--- src/rtl/collision_judge.sv ---
// Shot judge for the ball-launch game: tracks launches, evaluates the landing
// point against a target window, freezes the ball on a hit, and keeps scores.
// Latency: launch/landing/hit results appear one clock after the causing edge.
// Backpressure: none; inputs are strobes/levels and are sampled every clock.
//
// Ports:
//   i_clk            system clock
//   i_rst_n          asynchronous active-low reset
//   i_refresh        one-cycle frame strobe
//   i_mouse_left     launch button (level); a rising edge is a launch
//   i_x_pos, i_y_pos signed ball screen position (13 bits)
//   i_z_neg          ball is below ground (landed)
//   o_en_collision   freeze the landed ball in the motion stage
//   o_collision_done one-cycle pulse that clears the motion stage
//   o_hit            result of the last evaluated shot
//   o_score          saturating hit count
//   o_shots          saturating launch count
//   o_busy           state machine is not idle
module collision_judge #(
  parameter int TGT_X_MIN   = -40,
  parameter int TGT_X_MAX   = 40,
  parameter int TGT_Y_MIN   = 200,
  parameter int TGT_Y_MAX   = 260,
  parameter int HOLD_FRAMES = 90
) (
  input  logic               i_clk,
  input  logic               i_rst_n,
  input  logic               i_refresh,
  input  logic               i_mouse_left,
  input  logic signed [12:0] i_x_pos,
  input  logic signed [12:0] i_y_pos,
  input  logic               i_z_neg,
  output logic               o_en_collision,
  output logic               o_collision_done,
  output logic               o_hit,
  output logic [7:0]         o_score,
  output logic [7:0]         o_shots,
  output logic               o_busy
);

  // State encoding kept as plain constants for compatibility with older tools.
  localparam logic [2:0] S_IDLE     = 3'd0;
  localparam logic [2:0] S_FLIGHT   = 3'd1;
  localparam logic [2:0] S_EVAL     = 3'd2;
  localparam logic [2:0] S_HIT_HOLD = 3'd3;
  localparam logic [2:0] S_DONE     = 3'd4;
  localparam logic [2:0] S_MISS     = 3'd5;

  // Window bounds narrowed to the position width so comparisons stay signed
  // and width-matched.
  localparam logic signed [12:0] X_MIN = 13'(TGT_X_MIN);
  localparam logic signed [12:0] X_MAX = 13'(TGT_X_MAX);
  localparam logic signed [12:0] Y_MIN = 13'(TGT_Y_MIN);
  localparam logic signed [12:0] Y_MAX = 13'(TGT_Y_MAX);
  localparam logic [6:0]         HOLD_LAST = 7'(HOLD_FRAMES - 1);

  logic [2:0]         state;
  logic [2:0]         state_nxt;
  logic               mouse_q;
  logic               armed;
  logic               launch;
  logic               landed;
  logic               hit_now;
  logic               hold_last;
  logic [6:0]         hold_cnt;
  logic signed [12:0] x_lat;
  logic signed [12:0] y_lat;

  // The armed flag masks the first cycle after reset: mouse_q comes out of
  // reset low, so a button already held would otherwise look like an edge.
  assign launch = armed & i_mouse_left & ~mouse_q;

  // A landing only counts once the button is released; a held button with
  // the ball underground is still part of the launch gesture.
  assign landed = i_z_neg & ~i_mouse_left;

  assign hit_now = (x_lat >= X_MIN) && (x_lat <= X_MAX) &&
                   (y_lat >= Y_MIN) && (y_lat <= Y_MAX);

  assign hold_last = (hold_cnt == HOLD_LAST);

  assign o_busy = (state != S_IDLE);

  // Next-state logic. A launch overrides every other transition.
  always_comb begin
    state_nxt = state;
    case (state)
      S_IDLE: begin
        state_nxt = S_IDLE;
      end
      S_FLIGHT: begin
        if (landed) begin
          state_nxt = S_EVAL;
        end
      end
      S_EVAL: begin
        state_nxt = hit_now ? S_HIT_HOLD : S_MISS;
      end
      S_HIT_HOLD: begin
        if (i_refresh && hold_last) begin
          state_nxt = S_DONE;
        end
      end
      S_DONE: begin
        state_nxt = S_IDLE;
      end
      S_MISS: begin
        // Wait for the motion stage to pull the ball back above ground.
        if (!i_z_neg) begin
          state_nxt = S_IDLE;
        end
      end
      default: begin
        state_nxt = S_IDLE;
      end
    endcase
    if (launch) begin
      state_nxt = S_FLIGHT;
    end
  end

  // State register and registered outputs that follow the next state, so
  // o_en_collision/o_collision_done line up exactly with HIT_HOLD/DONE.
  always_ff @(posedge i_clk or negedge i_rst_n) begin
    if (!i_rst_n) begin
      state            <= S_IDLE;
      mouse_q          <= 1'b0;
      armed            <= 1'b0;
      o_en_collision   <= 1'b0;
      o_collision_done <= 1'b0;
    end else begin
      state            <= state_nxt;
      mouse_q          <= i_mouse_left;
      armed            <= 1'b1;
      o_en_collision   <= (state_nxt == S_HIT_HOLD) || (state_nxt == S_DONE);
      o_collision_done <= (state_nxt == S_DONE);
    end
  end

  // Datapath: counters, landing latch and hit result.
  always_ff @(posedge i_clk or negedge i_rst_n) begin
    if (!i_rst_n) begin
      hold_cnt <= 7'd0;
      x_lat    <= 13'sd0;
      y_lat    <= 13'sd0;
      o_hit    <= 1'b0;
      o_score  <= 8'd0;
      o_shots  <= 8'd0;
    end else if (launch) begin
      // A launch also swallows a coincident refresh: the hold counter clears.
      hold_cnt <= 7'd0;
      if (o_shots != 8'hFF) begin
        o_shots <= o_shots + 8'd1;
      end
    end else begin
      case (state)
        S_FLIGHT: begin
          if (landed) begin
            x_lat <= i_x_pos;
            y_lat <= i_y_pos;
          end
        end
        S_EVAL: begin
          o_hit    <= hit_now;
          hold_cnt <= 7'd0;
          if (hit_now && (o_score != 8'hFF)) begin
            o_score <= o_score + 8'd1;
          end
        end
        S_HIT_HOLD: begin
          if (i_refresh && !hold_last) begin
            hold_cnt <= hold_cnt + 7'd1;
          end
        end
        default: begin
        end
      endcase
    end
  end

endmodule
--- config.mk ---
export PLATFORM = sky130hd
export DESIGN_NAME = collision_judge
export DESIGN_NICKNAME = d
export VERILOG_FILES = /design/src/rtl/collision_judge.sv
export SDC_FILE = /design/constraint.sdc
export NUM_CORES = 1
export LEC_CHECK = 0
export ABC_CLOCK_PERIOD_IN_PS = 3200
export BUFFER_PORTS_ARGS = -buffer_cell sky130_fd_sc_hd__buf_2
export CAP_MARGIN = 20
export CORE_AREA = 5 5 88 90
export DETAILED_ROUTE_END_ITERATION = 6
export DIE_AREA = 0 0 93 95
export GPL_ROUTABILITY_DRIVEN = 0
export PLACE_DENSITY = 0.61
export SYNTH_ARGS = -nofsm -noshare
export SYNTH_HDL_FRONTEND = slang
export SYNTH_SLANG_ARGS = --single-unit
--- constraint.sdc ---
create_clock -name i_clk -period 3.2 [get_ports i_clk]
set_clock_uncertainty 0.15 [all_clocks]
set_input_delay 0.32 -clock i_clk [delete_from_list [all_inputs] [get_ports i_clk]]
set_output_delay 0.32 -clock i_clk [all_outputs]
set_load 0.005 [all_outputs]
==> flow_metrics.env <==
export IMPL_critPathMaxFanout=6
export IMPL_syn_inst=232
export IMPL_wl_per_cell_um=14.7
export IMPL_max_cap_viol_count=0
export IMPL_drtIter0Drc=54
export IMPL_clock_fmax_mhz=422
export IMPL_final_util_pct=45.9
export IMPL_groute_usage_overall_pct=13.7
export IMPL_syn_area_mm2=0.00268
export IMPL_clk_latency_ns=0.34
export IMPL_synth_ff_type="dfrtp_1"
export IMPL_slew_headroom_pct=65.6
export IMPL_drtPass1Iterations=4
export IMPL_whs_endpoint="x_lat[7]$_DFFE_PN0P_"
export IMPL_synth_nets=267
export IMPL_ff2ff_setup_slack_ns=0.92
export IMPL_synthXorXnorAreaFrac_pct=4.26
export IMPL_drive_above_1_share_pct=35.4
export IMPL_critPathLaunchType="primary input"
export IMPL_async_flop_share_pct=100
export IMPL_rsz0062_at_grt="false"
export IMPL_antenna_cells=0
export IMPL_initial_core_util_pct=38.3
export IMPL_die_x_um=93
export IMPL_ys_ff_latch=57
export IMPL_portBuffers=50
export IMPL_io_pins=51
export IMPL_n_fill_cell=658
export IMPL_cts_sinks=57
export IMPL_htreeDepth=3
export IMPL_numCtsBuffers=9
export IMPL_hold_path_depth=2
export IMPL_ys_warn_count=0
export IMPL_synth_simple_area_share_pct=17.4
export IMPL_nets=325
export IMPL_ir_drop_mv=0.383
export IMPL_yosys_top_cells_area="dfrtp_1 (53%), mux2_2 (12%), xor2_1 (2.9%)"
export IMPL_finalCritPeriodShare_pct=74.0
export IMPL_min_from="i_x_pos[7]"
export IMPL_r2r_start="x_lat[9]$_DFFE_PN0P_"
export IMPL_postCtsResizedCells=0
export IMPL_area_growth_pct=19.8
export IMPL_wirelength_um=5540
export IMPL_cts_tree="yes"
export IMPL_synth_compound_area_share_pct=8.65
export IMPL_fin_area_mm2=0.00320
export IMPL_r2r_cells=5
export IMPL_setup_viol=0
export IMPL_overflow=0
export IMPL_postSynthAreaPerCell_um2=11.5
export IMPL_synth_top_area_share_pct=53.3
export IMPL_grt_max_degree=29
export IMPL_hold_path_class="primary input to flip-flop"
export IMPL_r2r_end="o_score[7]$_DFFE_PN0P_"
export IMPL_clk_pin_slew_ns=0.07
export IMPL_hpwl_um=4000
export IMPL_core_mm2=0.00698
export IMPL_die_h_um=95
export IMPL_yosysUniqueCellTypes=44
export IMPL_p_total_w=0.00253
export IMPL_tns_ns=0
export IMPL_yosysMostFrequentCell="dfrtp_1"
export IMPL_power_density_mw_per_mm2=790
export IMPL_drv_slew=0
export IMPL_p_leak_nw=1.37
export IMPL_grt_pass1_vias=1968
export IMPL_tightestPinTransition_ns=0.517
export IMPL_place_area_mm2=0.00302
export IMPL_vias=1987
export IMPL_yosysTopAreaCell="dfrtp_1"
export IMPL_required_ns=3.27
export IMPL_detail_route_antenna_nets=0
export IMPL_cp_arrival_ns=2.44
export IMPL_yosys_top_cells_count="dfrtp_1 (57), mux2_2 (28), nand2_1 (16)"
export IMPL_seq_area_frac_synth_pct=53.3
export IMPL_crit_type="primary input to flip-flop"
export IMPL_period_needed_ns=2.37
export IMPL_root_buffer="clkbuf_8"
export IMPL_cp_end_kind="flip-flop"
export IMPL_synth_adder_area_share_pct=1.87
export IMPL_synth_edf_count=0
export IMPL_antenna_found_initial=0
export IMPL_via_per_inst=5.28
export IMPL_synth_mux_area_share_pct=12.6
export IMPL_setup_ws_ns=0.833
export IMPL_final_hold_viol_count=0
export IMPL_dieArea_mm2=0.00884
export IMPL_drc=0
export IMPL_pre_cts_slack_ns=0.926
export IMPL_grt_pass1_wl_um=9230
export IMPL_status="finished, final reports clean"
export IMPL_rows=31
export IMPL_synth_top_family_by_area="simple AND/OR/NAND/NOR gates"
export IMPL_clock_path_buffers=2
-- cells by family after synthesis --
kind of cell / after synthesis
simple gates: 81
flops: 57
compound gates: 34
mux: 30
xor+xnor: 13
buf+inv: 12
fa+ha+maj: 4
other cells: 1
-- how the worst max path moves through the flow --
stage                               startpoint                     end  slack, ns  cells after the start
final                             i_mouse_left  o_score[1]$_DFFE_PN0P_       0.83                      7
after global routing              i_mouse_left  o_score[1]$_DFFE_PN0P_       0.71                      7
after CTS                         i_mouse_left  o_score[1]$_DFFE_PN0P_       0.84                      7
after detailed placement  x_lat[9]$_DFFE_PN0P_  o_score[7]$_DFFE_PN0P_       0.93                      5
after global placement    x_lat[9]$_DFFE_PN0P_  o_score[7]$_DFFE_PN0P_       0.97                      5
after floorplan           x_lat[9]$_DFFE_PN0P_  o_score[7]$_DFFE_PN0P_       1.04                      5
-- per-stage QoR --
stage / hold slack, ns / std cells
final: 0.0530 / 376
after global routing: 0.0442 / 376
after CTS: 0.0416 / 376
after detailed placement: 0.0629 / 359
after global placement: 0.0578 / 359
after floorplan: -0.126 / 232
-- report_power, final --
group          switching [W]  total [W]  leakage [nW]  internal (W)
sequential          0.000256    0.00125         0.679      0.000992
clock               0.000274   0.000569        0.0822      0.000295
combinational       0.000317   0.000713         0.613      0.000396
-- layout make-up --
cell class              instances  area [µm²]  share of cell area (%)
flip-flops and latches         57        1430                    44.5
multi-input cells             163        1200                    37.5
repair buffers                 56         300                    9.37
clock buffers                  12         145                    4.53
well taps                      82         103                    3.20
clock inverters                 3        17.5                   0.547
inverters                       3        11.3                   0.351
-- sequential cells by signal, summed over array words and instances, names as in the netlist --
register          cells
o_shots               8
o_collision_done      1
o_hit                 1
state                 3
o_score               8
x_lat                13
mouse_q               1
hold_cnt              7
y_lat                13
armed                 1
o_en_collision        1
-- layer usage --
metal | GRT usage (%) | vias to the layer above | wire length (µm)
li1 | - | 969 | -
met1 | 16.8 | 963 | 2610
met2 | 21.4 | 45 | 2490
met3 | 3.67 | 10 | 286
met4 | 8.79 | 0 | 153
met5 | 0 | - | 0
-- timing repair --
action / 4_1_cts / 5_1_grt
hold buffers: 2 / 0
hold endpoints to repair: 11 / 0
endpoints found under the setup margin: 0 / 0
setup buffers: 0 / 0
-- critical path: stages --
cell and delay, ns:
dlygate4sd3_1 0.53, buf_2 0.14, and3b_1 0.19, or3_1 0.41, a41o_1 0.32, nor3_2 0.19
mux2_1 0.34
-- layout by cell type, fill, tap and decap left out, types with 4 or more instances in the layout --
| cell | n |
|---|---|
| buf_2 | 50 |
| and2_1 | 4 |
| xor2_1 | 9 |
| clkbuf_8 | 10 |
| a21oi_1 | 9 |
| o21a_1 | 4 |
| nand3_1 | 8 |
| nand4_1 | 9 |
| o21ai_0 | 9 |
| nor2_1 | 9 |
| dfrtp_1 | 57 |
| nor3_1 | 7 |
| ha_1 | 4 |
| buf_4 | 4 |
| nor4_1 | 8 |
| nand2_1 | 16 |
| mux2_2 | 28 |
| xnor2_1 | 4 |
Note: power is estimated with default switching activity, not from simulation.
